### src/rtl/axi_rd_arbiter_pkg.sv
// Shared types, slot constants and ID helpers for the two-slot AXI read arbiter.
package axi_arb_pkg;

   typedef enum logic [1:0] {
      IDLE   = 2'd0,
      ACCEPT = 2'd1,
      ADDR   = 2'd2,
      DATA   = 2'd3
   } arb_state_e;

   localparam logic ARB_IFU   = 1'b0;
   localparam logic ARB_LSU   = 1'b1;
   localparam int   ARB_ID_W  = 4;
   localparam int   ARB_LEN_W = 8;

   // The downstream ID carries the owning slot in its MSB so stray responses can be caught.
   function automatic logic [ARB_ID_W-1:0] arb_tag_id(input logic slot,
                                                     input logic [ARB_ID_W-1:0] id);
      return {slot, id[ARB_ID_W-2:0]};
   endfunction

   function automatic logic [ARB_ID_W-1:0] arb_strip_id(input logic [ARB_ID_W-1:0] id);
      return {1'b0, id[ARB_ID_W-2:0]};
   endfunction

endpackage

### src/rtl/axi_rd_arbiter_if.sv
// AXI4 read-channel bundle (AR + R). master drives AR and RREADY; slave drives ARREADY and R.
interface axi_rd_if #(
   parameter int ADDR_W = 32,
   parameter int DATA_W = 32
);
   import axi_arb_pkg::*;

   logic [ARB_ID_W-1:0]  arid;
   logic [ADDR_W-1:0]    araddr;
   logic [ARB_LEN_W-1:0] arlen;
   logic [2:0]           arsize;
   logic [1:0]           arburst;
   logic                 arvalid;
   logic                 arready;

   logic [ARB_ID_W-1:0]  rid;
   logic [DATA_W-1:0]    rdata;
   logic [1:0]           rresp;
   logic                 rlast;
   logic                 rvalid;
   logic                 rready;

   modport master (
      output arid, araddr, arlen, arsize, arburst, arvalid, rready,
      input  arready, rid, rdata, rresp, rlast, rvalid
   );

   modport slave (
      input  arid, araddr, arlen, arsize, arburst, arvalid, rready,
      output arready, rid, rdata, rresp, rlast, rvalid
   );

endinterface

### src/rtl/axi_rd_arbiter_rr_arb2.sv
// Combinational two-way round-robin picker: on contention the slot that did not win last time goes next.
module rr_arb2
   import axi_arb_pkg::*;
(
   input  logic [1:0] req,
   input  logic       last_grant,
   output logic       gnt_valid,
   output logic       gnt
);

   assign gnt_valid = |req;

   always_comb begin
      gnt = ARB_IFU;
      if (req == 2'b11) begin
         gnt = ~last_grant;
      end else if (req[1]) begin
         gnt = ARB_LSU;
      end
   end

endmodule

### src/rtl/axi_rd_arbiter.sv
// Two-to-one AXI4 read arbiter (IFU slot 0, LSU slot 1), one burst in flight, AR fully registered.
// ARVALID at N -> ARREADY at N+1 -> M ARVALID at N+2; R path is combinational and follows the granted slot's RREADY.
module axi_rd_arbiter
   import axi_arb_pkg::*;
#(
   parameter int ADDR_W = 32,
   parameter int DATA_W = 32
) (
   input  logic     clk,
   input  logic     rst_n,
   axi_rd_if.slave  s0,
   axi_rd_if.slave  s1,
   axi_rd_if.master m,
   output logic     rlast_err_o,
   output logic     rid_err_o
);

   arb_state_e           state_q, state_d;
   logic                 grant_q, grant_d;
   logic                 last_grant_q, last_grant_d;
   logic [ARB_LEN_W-1:0] beat_cnt_q, beat_cnt_d;
   logic [ARB_ID_W-1:0]  arid_q, arid_d;
   logic [ADDR_W-1:0]    araddr_q, araddr_d;
   logic [ARB_LEN_W-1:0] arlen_q, arlen_d;
   logic [2:0]           arsize_q, arsize_d;
   logic [1:0]           arburst_q, arburst_d;

   logic                 pick_vld;
   logic                 pick;

   logic [ARB_ID_W-1:0]  sel_arid;
   logic [ADDR_W-1:0]    sel_araddr;
   logic [ARB_LEN_W-1:0] sel_arlen;
   logic [2:0]           sel_arsize;
   logic [1:0]           sel_arburst;
   logic                 sel_rready;

   logic                 in_data;
   logic                 route0;
   logic                 route1;
   logic                 beat;

   rr_arb2 u_rr_arb2 (
      .req        ({s1.arvalid, s0.arvalid}),
      .last_grant (last_grant_q),
      .gnt_valid  (pick_vld),
      .gnt        (pick)
   );

   always_comb begin
      if (grant_q == ARB_LSU) begin
         sel_arid    = s1.arid;
         sel_araddr  = s1.araddr;
         sel_arlen   = s1.arlen;
         sel_arsize  = s1.arsize;
         sel_arburst = s1.arburst;
         sel_rready  = s1.rready;
      end else begin
         sel_arid    = s0.arid;
         sel_araddr  = s0.araddr;
         sel_arlen   = s0.arlen;
         sel_arsize  = s0.arsize;
         sel_arburst = s0.arburst;
         sel_rready  = s0.rready;
      end
   end

   assign in_data = (state_q == DATA);
   assign route0  = in_data && (grant_q == ARB_IFU);
   assign route1  = in_data && (grant_q == ARB_LSU);
   assign beat    = in_data && m.rvalid && sel_rready;

   always_comb begin
      state_d      = state_q;
      grant_d      = grant_q;
      last_grant_d = last_grant_q;
      beat_cnt_d   = beat_cnt_q;
      arid_d       = arid_q;
      araddr_d     = araddr_q;
      arlen_d      = arlen_q;
      arsize_d     = arsize_q;
      arburst_d    = arburst_q;

      case (state_q)
         IDLE: begin
            if (pick_vld) begin
               grant_d = pick;
               state_d = ACCEPT;
            end
         end
         // The granted master still holds ARVALID here, so its fields are safe to capture.
         ACCEPT: begin
            arid_d     = arb_tag_id(grant_q, sel_arid);
            araddr_d   = sel_araddr;
            arlen_d    = sel_arlen;
            arsize_d   = sel_arsize;
            arburst_d  = sel_arburst;
            beat_cnt_d = sel_arlen;
            state_d    = ADDR;
         end
         ADDR: begin
            if (m.arready) begin
               state_d = DATA;
            end
         end
         DATA: begin
            if (beat) begin
               if (beat_cnt_q != '0) begin
                  beat_cnt_d = beat_cnt_q - 8'd1;
               end
               if (m.rlast) begin
                  last_grant_d = grant_q;
                  state_d      = IDLE;
               end
            end
         end
         default: state_d = IDLE;
      endcase
   end

   always_ff @(posedge clk or negedge rst_n) begin
      if (!rst_n) begin
         state_q      <= IDLE;
         grant_q      <= ARB_IFU;
         last_grant_q <= ARB_LSU;
         beat_cnt_q   <= '0;
         arid_q       <= '0;
         araddr_q     <= '0;
         arlen_q      <= '0;
         arsize_q     <= '0;
         arburst_q    <= '0;
      end else begin
         state_q      <= state_d;
         grant_q      <= grant_d;
         last_grant_q <= last_grant_d;
         beat_cnt_q   <= beat_cnt_d;
         arid_q       <= arid_d;
         araddr_q     <= araddr_d;
         arlen_q      <= arlen_d;
         arsize_q     <= arsize_d;
         arburst_q    <= arburst_d;
      end
   end

   assign s0.arready = (state_q == ACCEPT) && (grant_q == ARB_IFU);
   assign s1.arready = (state_q == ACCEPT) && (grant_q == ARB_LSU);

   assign m.arid    = arid_q;
   assign m.araddr  = araddr_q;
   assign m.arlen   = arlen_q;
   assign m.arsize  = arsize_q;
   assign m.arburst = arburst_q;
   assign m.arvalid = (state_q == ADDR);
   assign m.rready  = in_data && sel_rready;

   // Non-owning slot sees an all-zero R channel, so nothing leaks across masters.
   assign s0.rvalid = route0 && m.rvalid;
   assign s0.rdata  = route0 ? m.rdata : {DATA_W{1'b0}};
   assign s0.rid    = route0 ? arb_strip_id(m.rid) : '0;
   assign s0.rresp  = route0 ? m.rresp : 2'b00;
   assign s0.rlast  = route0 && m.rlast;

   assign s1.rvalid = route1 && m.rvalid;
   assign s1.rdata  = route1 ? m.rdata : {DATA_W{1'b0}};
   assign s1.rid    = route1 ? arb_strip_id(m.rid) : '0;
   assign s1.rresp  = route1 ? m.rresp : 2'b00;
   assign s1.rlast  = route1 && m.rlast;

   assign rlast_err_o = beat && (m.rlast ? (beat_cnt_q != '0) : (beat_cnt_q == '0));
   assign rid_err_o   = beat && (m.rid[ARB_ID_W-1] != grant_q);

endmodule
### src/flat_wrapper.sv
// flat-port wrapper written by rule: the top's interface ports become plain ports
module axi_rd_arbiter_flat import axi_arb_pkg::*;
#(
   parameter int ADDR_W = 32,
   parameter int DATA_W = 32
)
  (clk, rst_n, rlast_err_o, rid_err_o, s0_arid, s0_araddr, s0_arlen, s0_arsize, s0_arburst, s0_arvalid, s0_rready, s0_arready, s0_rid, s0_rdata, s0_rresp, s0_rlast, s0_rvalid, s1_arid, s1_araddr, s1_arlen, s1_arsize, s1_arburst, s1_arvalid, s1_rready, s1_arready, s1_rid, s1_rdata, s1_rresp, s1_rlast, s1_rvalid, m_arid, m_araddr, m_arlen, m_arsize, m_arburst, m_arvalid, m_rready, m_arready, m_rid, m_rdata, m_rresp, m_rlast, m_rvalid);
  axi_rd_if #(.ADDR_W(ADDR_W), .DATA_W(DATA_W)) s0_i ();
  axi_rd_if #(.ADDR_W(ADDR_W), .DATA_W(DATA_W)) s1_i ();
  axi_rd_if #(.ADDR_W(ADDR_W), .DATA_W(DATA_W)) m_i ();
  input  logic clk;
  input  logic rst_n;
  output logic rlast_err_o;
  output logic rid_err_o;
  input wire logic [$bits(s0_i.arid)-1:0] s0_arid;
  input wire logic [$bits(s0_i.araddr)-1:0] s0_araddr;
  input wire logic [$bits(s0_i.arlen)-1:0] s0_arlen;
  input wire logic [$bits(s0_i.arsize)-1:0] s0_arsize;
  input wire logic [$bits(s0_i.arburst)-1:0] s0_arburst;
  input wire logic [$bits(s0_i.arvalid)-1:0] s0_arvalid;
  input wire logic [$bits(s0_i.rready)-1:0] s0_rready;
  output wire logic [$bits(s0_i.arready)-1:0] s0_arready;
  output wire logic [$bits(s0_i.rid)-1:0] s0_rid;
  output wire logic [$bits(s0_i.rdata)-1:0] s0_rdata;
  output wire logic [$bits(s0_i.rresp)-1:0] s0_rresp;
  output wire logic [$bits(s0_i.rlast)-1:0] s0_rlast;
  output wire logic [$bits(s0_i.rvalid)-1:0] s0_rvalid;
  input wire logic [$bits(s1_i.arid)-1:0] s1_arid;
  input wire logic [$bits(s1_i.araddr)-1:0] s1_araddr;
  input wire logic [$bits(s1_i.arlen)-1:0] s1_arlen;
  input wire logic [$bits(s1_i.arsize)-1:0] s1_arsize;
  input wire logic [$bits(s1_i.arburst)-1:0] s1_arburst;
  input wire logic [$bits(s1_i.arvalid)-1:0] s1_arvalid;
  input wire logic [$bits(s1_i.rready)-1:0] s1_rready;
  output wire logic [$bits(s1_i.arready)-1:0] s1_arready;
  output wire logic [$bits(s1_i.rid)-1:0] s1_rid;
  output wire logic [$bits(s1_i.rdata)-1:0] s1_rdata;
  output wire logic [$bits(s1_i.rresp)-1:0] s1_rresp;
  output wire logic [$bits(s1_i.rlast)-1:0] s1_rlast;
  output wire logic [$bits(s1_i.rvalid)-1:0] s1_rvalid;
  output wire logic [$bits(m_i.arid)-1:0] m_arid;
  output wire logic [$bits(m_i.araddr)-1:0] m_araddr;
  output wire logic [$bits(m_i.arlen)-1:0] m_arlen;
  output wire logic [$bits(m_i.arsize)-1:0] m_arsize;
  output wire logic [$bits(m_i.arburst)-1:0] m_arburst;
  output wire logic [$bits(m_i.arvalid)-1:0] m_arvalid;
  output wire logic [$bits(m_i.rready)-1:0] m_rready;
  input wire logic [$bits(m_i.arready)-1:0] m_arready;
  input wire logic [$bits(m_i.rid)-1:0] m_rid;
  input wire logic [$bits(m_i.rdata)-1:0] m_rdata;
  input wire logic [$bits(m_i.rresp)-1:0] m_rresp;
  input wire logic [$bits(m_i.rlast)-1:0] m_rlast;
  input wire logic [$bits(m_i.rvalid)-1:0] m_rvalid;
  assign s0_i.arid = s0_arid;
  assign s0_i.araddr = s0_araddr;
  assign s0_i.arlen = s0_arlen;
  assign s0_i.arsize = s0_arsize;
  assign s0_i.arburst = s0_arburst;
  assign s0_i.arvalid = s0_arvalid;
  assign s0_i.rready = s0_rready;
  assign s0_arready = s0_i.arready;
  assign s0_rid = s0_i.rid;
  assign s0_rdata = s0_i.rdata;
  assign s0_rresp = s0_i.rresp;
  assign s0_rlast = s0_i.rlast;
  assign s0_rvalid = s0_i.rvalid;
  assign s1_i.arid = s1_arid;
  assign s1_i.araddr = s1_araddr;
  assign s1_i.arlen = s1_arlen;
  assign s1_i.arsize = s1_arsize;
  assign s1_i.arburst = s1_arburst;
  assign s1_i.arvalid = s1_arvalid;
  assign s1_i.rready = s1_rready;
  assign s1_arready = s1_i.arready;
  assign s1_rid = s1_i.rid;
  assign s1_rdata = s1_i.rdata;
  assign s1_rresp = s1_i.rresp;
  assign s1_rlast = s1_i.rlast;
  assign s1_rvalid = s1_i.rvalid;
  assign m_arid = m_i.arid;
  assign m_araddr = m_i.araddr;
  assign m_arlen = m_i.arlen;
  assign m_arsize = m_i.arsize;
  assign m_arburst = m_i.arburst;
  assign m_arvalid = m_i.arvalid;
  assign m_rready = m_i.rready;
  assign m_i.arready = m_arready;
  assign m_i.rid = m_rid;
  assign m_i.rdata = m_rdata;
  assign m_i.rresp = m_rresp;
  assign m_i.rlast = m_rlast;
  assign m_i.rvalid = m_rvalid;
  axi_rd_arbiter #(.ADDR_W(ADDR_W), .DATA_W(DATA_W)) u_core (.clk(clk), .rst_n(rst_n), .s0(s0_i), .s1(s1_i), .m(m_i), .rlast_err_o(rlast_err_o), .rid_err_o(rid_err_o));
endmodule
### config.mk
export PLATFORM = sky130hd
export DESIGN_NAME = axi_rd_arbiter_flat
export DESIGN_NICKNAME = d
export VERILOG_FILES = /design/src/rtl/axi_rd_arbiter_pkg.sv /design/src/rtl/axi_rd_arbiter_if.sv /design/src/rtl/axi_rd_arbiter_rr_arb2.sv /design/src/rtl/axi_rd_arbiter.sv /design/src/flat_wrapper.sv
export SDC_FILE = /design/constraint.sdc
export NUM_CORES = 1
export LEC_CHECK = 0
export ABC_AREA = 1
export ABC_CLOCK_PERIOD_IN_PS = 1700
export CORE_MARGIN = 3
export CORE_UTILIZATION = 31
export DETAILED_ROUTE_END_ITERATION = 8
export PLACE_DENSITY = 0.79
export SLEW_MARGIN = 20
export SYNTH_ARGS = -nofsm -noshare
export SYNTH_HDL_FRONTEND = slang
export SYNTH_HIERARCHICAL = 1
export SYNTH_SLANG_ARGS = --single-unit
### constraint.sdc
create_clock -name clk -period 1.7 [get_ports clk]
set_clock_uncertainty 0.2 [all_clocks]
set_input_delay 0.17 -clock clk [delete_from_list [all_inputs] [get_ports clk]]
set_output_delay 0.17 -clock clk [all_outputs]
set_load 0.02 [all_outputs]
==> flow_metrics.py <==
metrics = {
    "clock_network": {
        "clkSlewWorstSetupHoldPaths_ns": 0.06,
        "cts_made_buffers": 9,
        "cts_num_sinks": 61,
        "clock_path_buffers": 2,
        "cts-root-buf": "clkbuf_16",
        "ctsHtreeMaxLevel": 3,
        "cts_tree": "yes",
        "insertion_delay_ns": 0.32,
    },
    "grt": {
        "grtUsageTotal_pct": 24.1,
        "grt_max_degree": 62,
        "first_global_vias": 4942,
        "grt_pass1_wl_um": 24600,
        "overflow": 0,
        "grt_antenna_before_repair": 0,
    },
    "floorplan": {
        "core_region_area_mm2": 0.0111,
        "dieWidth_um": 114,
        "io_pins": 280,
        "die_area_mm2": 0.0130,
        "dieHeight_um": 114,
        "initial_core_util_pct": 32.4,
        "num_rows": 38,
    },
    "placement": {
        "dpl-instance-area_mm2": 0.00677,
        "place.gp.congestion": 0.866,
        "hpwl_um": 12000,
        "port_buffers": 275,
    },
    "cells_and_area": {
        "areaGrowthSynthToFinish_pct": 123,
        "antennaDiodeCount": 0,
        "fin_area_mm2": 0.00806,
        "fin_nets": 1021,
        "drive_above_1_share_pct": 30.5,
        "final_cell_mix": "180 x clkdlybuf4s50_1, 171 x nand2_1, 86 x buf_4",
        "layout_commonest_cell": "clkdlybuf4s50_1",
    },
    "sta": {
        "period_minus_slack_ns": 1.93,
        "finalMaxSlewViolations": 0,
        "finalHoldViolCount": 0,
        "fmax_mhz": 517,
        "finalCritPeriodShare_pct": 114,
        "rsz0062_at_grt": "true",
        "setup_violations": 104,
        "fin_ws_ns": -0.235,
    },
    "drt": {
        "vias": 4954,
        "firstDrtPassIters": 5,
        "drc_errors": 0,
        "antenna_left": 0,
        "via_per_inst": 4.89,
        "wl_um": 18400,
        "drt_iter0_drc": 323,
        "wl_per_cell_um": 18.2,
    },
    "worst_setup_path": {
        "required_ns": 1.33,
        "cp_slowest_cell": "dfrtp_1",
        "cp.buffers_inverters": 3,
        "crit_family": "flip-flops",
        "crit_chain": "ha_4 > nand2_8 > buf_16 > buf_8 > nor2_4 > buf_6",
        "critPathLaunchType": "flop",
        "worstSetupPathType": "reg -> out",
        "cpPeakStageDelay_ns": 0.40,
        "cp.arrival_ns": 1.56,
        "worstSetupEndpointType": "output pin",
        "worst-path-max-fanout": 5,
    },
    "power_and_ir_drop": {
        "power.density_mw_per_mm2": 1720,
        "leakagePower_nw": 3.96,
        "peakVddDrop_mv": 0.937,
        "p_total_w": 0.0139,
    },
    "synthesis": {
        "syn_avg_cell_area_um2": 6.73,
        "synth_cell_type_count": 32,
        "synth-seq-cells": 61,
        "yosys_warnings": 6,
        "ys_seq_area_share_pct": 42.3,
        "synth_cells": 536,
        "synth.cell_area_mm2": 0.00361,
    },
    "run": {
        "cap_viol_max_count": 0,
    },
    "outcome": {
        "outcome": "finished, violations left",
        "violations": "setup timing",
    },
    "worst_hold_path": {
        "hold_class": "in -> async",
    },
}
[final timing paths]
path                       depth (start not counted)              start              endpoint  slack, ns
min                                                3              rst_n      u_core/m.arid[0]       0.19
min in group clk                                   3         s0_arid[0]      u_core/m.arid[0]       0.21
max                                                6  u_core/state_q[0]          s1_rdata[10]      -0.23
max reg2reg                                       11     u_core/grant_q  u_core/beat_cnt_q[1]      -0.11
max in group asynchronous                          3              rst_n   u_core/last_grant_q       0.77
min reg2reg                                        2   u_core/m.arid[3]      u_core/m.arid[3]       0.28
[routing by layer]
metal	global-route usage [%]	vias to the layer above	routed length [um]
met2	47.7	257	10200
met5	0	-	0
met4	9.03	0	466
met1	23.5	2355	6140
li1	-	2303	-
met3	6.63	39	1570
[timing repair]
| action | in CTS | in global routing |
|---|---|---|
| hold buffers | 1 | 0 |
| endpoints found under the hold margin | 61 | 0 |
| pin swaps | 13 | 12 |
| endpoints found under the setup margin | 141 | 148 |
| gates cloned | 6 | 10 |
| setup buffers | 10 | 4 |
| gates resized for setup | 499 | 106 |
[state kept, by name, summed over array words and instances (netlist names)]
| register | count |
|---|---|
| u_core/m.arburst | 2 |
| u_core/m.arsize | 3 |
| u_core/m.arlen | 8 |
| u_core/grant_q | 1 |
| u_core/m.arid | 4 |
| u_core/m.araddr | 32 |
| u_core/beat_cnt_q | 8 |
| u_core/last_grant_q | 1 |
| u_core/state_q | 2 |
[tightest hold or removal path, delay by kind of cell]
kind | cells | cell delay (ns)
buf+inv | 3 | 0.93
[cell families (layout without fill, tap and decap cells)]
group,Yosys count,in the layout,share of synthesized area [%]
flip-flops,61,61,42.3
AO/OA/AOI/OAI,32,32,4.96
buffers and inverters,90,427,10.9
adder cells (fa/ha/maj),6,6,2.08
XOR/XNOR,1,1,0.243
AND/OR/NAND/NOR,342,342,38.6
multiplexers,3,3,0.832
other,1,2,0.104
[area by class of cell]
| type | count | area, um2 |
|---|---|---|
| Clock buffer | 9 | 225 |
| Fill cell | 809 | 3060 |
| Timing Repair Buffer | 351 | 3680 |
| Tap cell | 140 | 175 |
| Sequential cell | 61 | 1530 |
| Clock inverter | 6 | 88.8 |
| Inverter | 61 | 244 |
| Multi-Input combinational cell | 386 | 2120 |
[per-stage QoR]
step	std cells	util (%)	hold WS (ns)	setup WS [ns]	TNS [ns]
floorplan	537	-	-0.326	-0.0141	-0.276
global placement	971	60.8	0.000895	-0.468	-30.63
detailed placement	971	60.8	0.000335	-0.440	-33.54
CTS	1001	67.4	0.197	-0.217	-13.77
global route	1014	72.5	0.228	-0.289	-21.10
finish	1014	72.5	0.187	-0.235	-14.26
[report_power, final]
group	internal (W)	switching, W	leakage, nW	total [W]
Combinational	0.00442	0.00493	3.07	0.00935
Sequential	0.00220	0.000423	0.745	0.00263
Clock	0.00127	0.000634	0.147	0.00191
Total	0.00789	0.00599	3.96	0.0139
[cell usage after synthesis]
cell      number  share of area (%)
a21oi_1        7               0.97
a31oi_1        2               0.35
buf_1          1               0.10
buf_2         15                2.1
buf_4          4               0.83
buf_6          2               0.62
clkbuf_1       7               0.73
conb_1         1               0.10
dfrtp_1       60                 42
dfstp_2        1               0.73
ha_1           6                2.1
inv_1         59                6.1
inv_2          1               0.10
inv_6          1               0.24
mux2i_1        3               0.83
nand2_1      183                 19
nand2_2        5               0.87
nand2_4        1               0.31
nand3_1       51                7.1
nand3_2        1               0.28
nand3b_1       1               0.21
nand4_1        2               0.35
nor2_1        94                9.8
nor2_2         1               0.17
o211ai_1       2               0.42
o21ai_0       17                2.4
o21ai_2        2               0.49
o22ai_1        1               0.17
o31ai_1        1               0.21
or2_1          1               0.17
or2_2          2               0.35
xnor2_1        1               0.24
(Power assumes the default switching activity.)
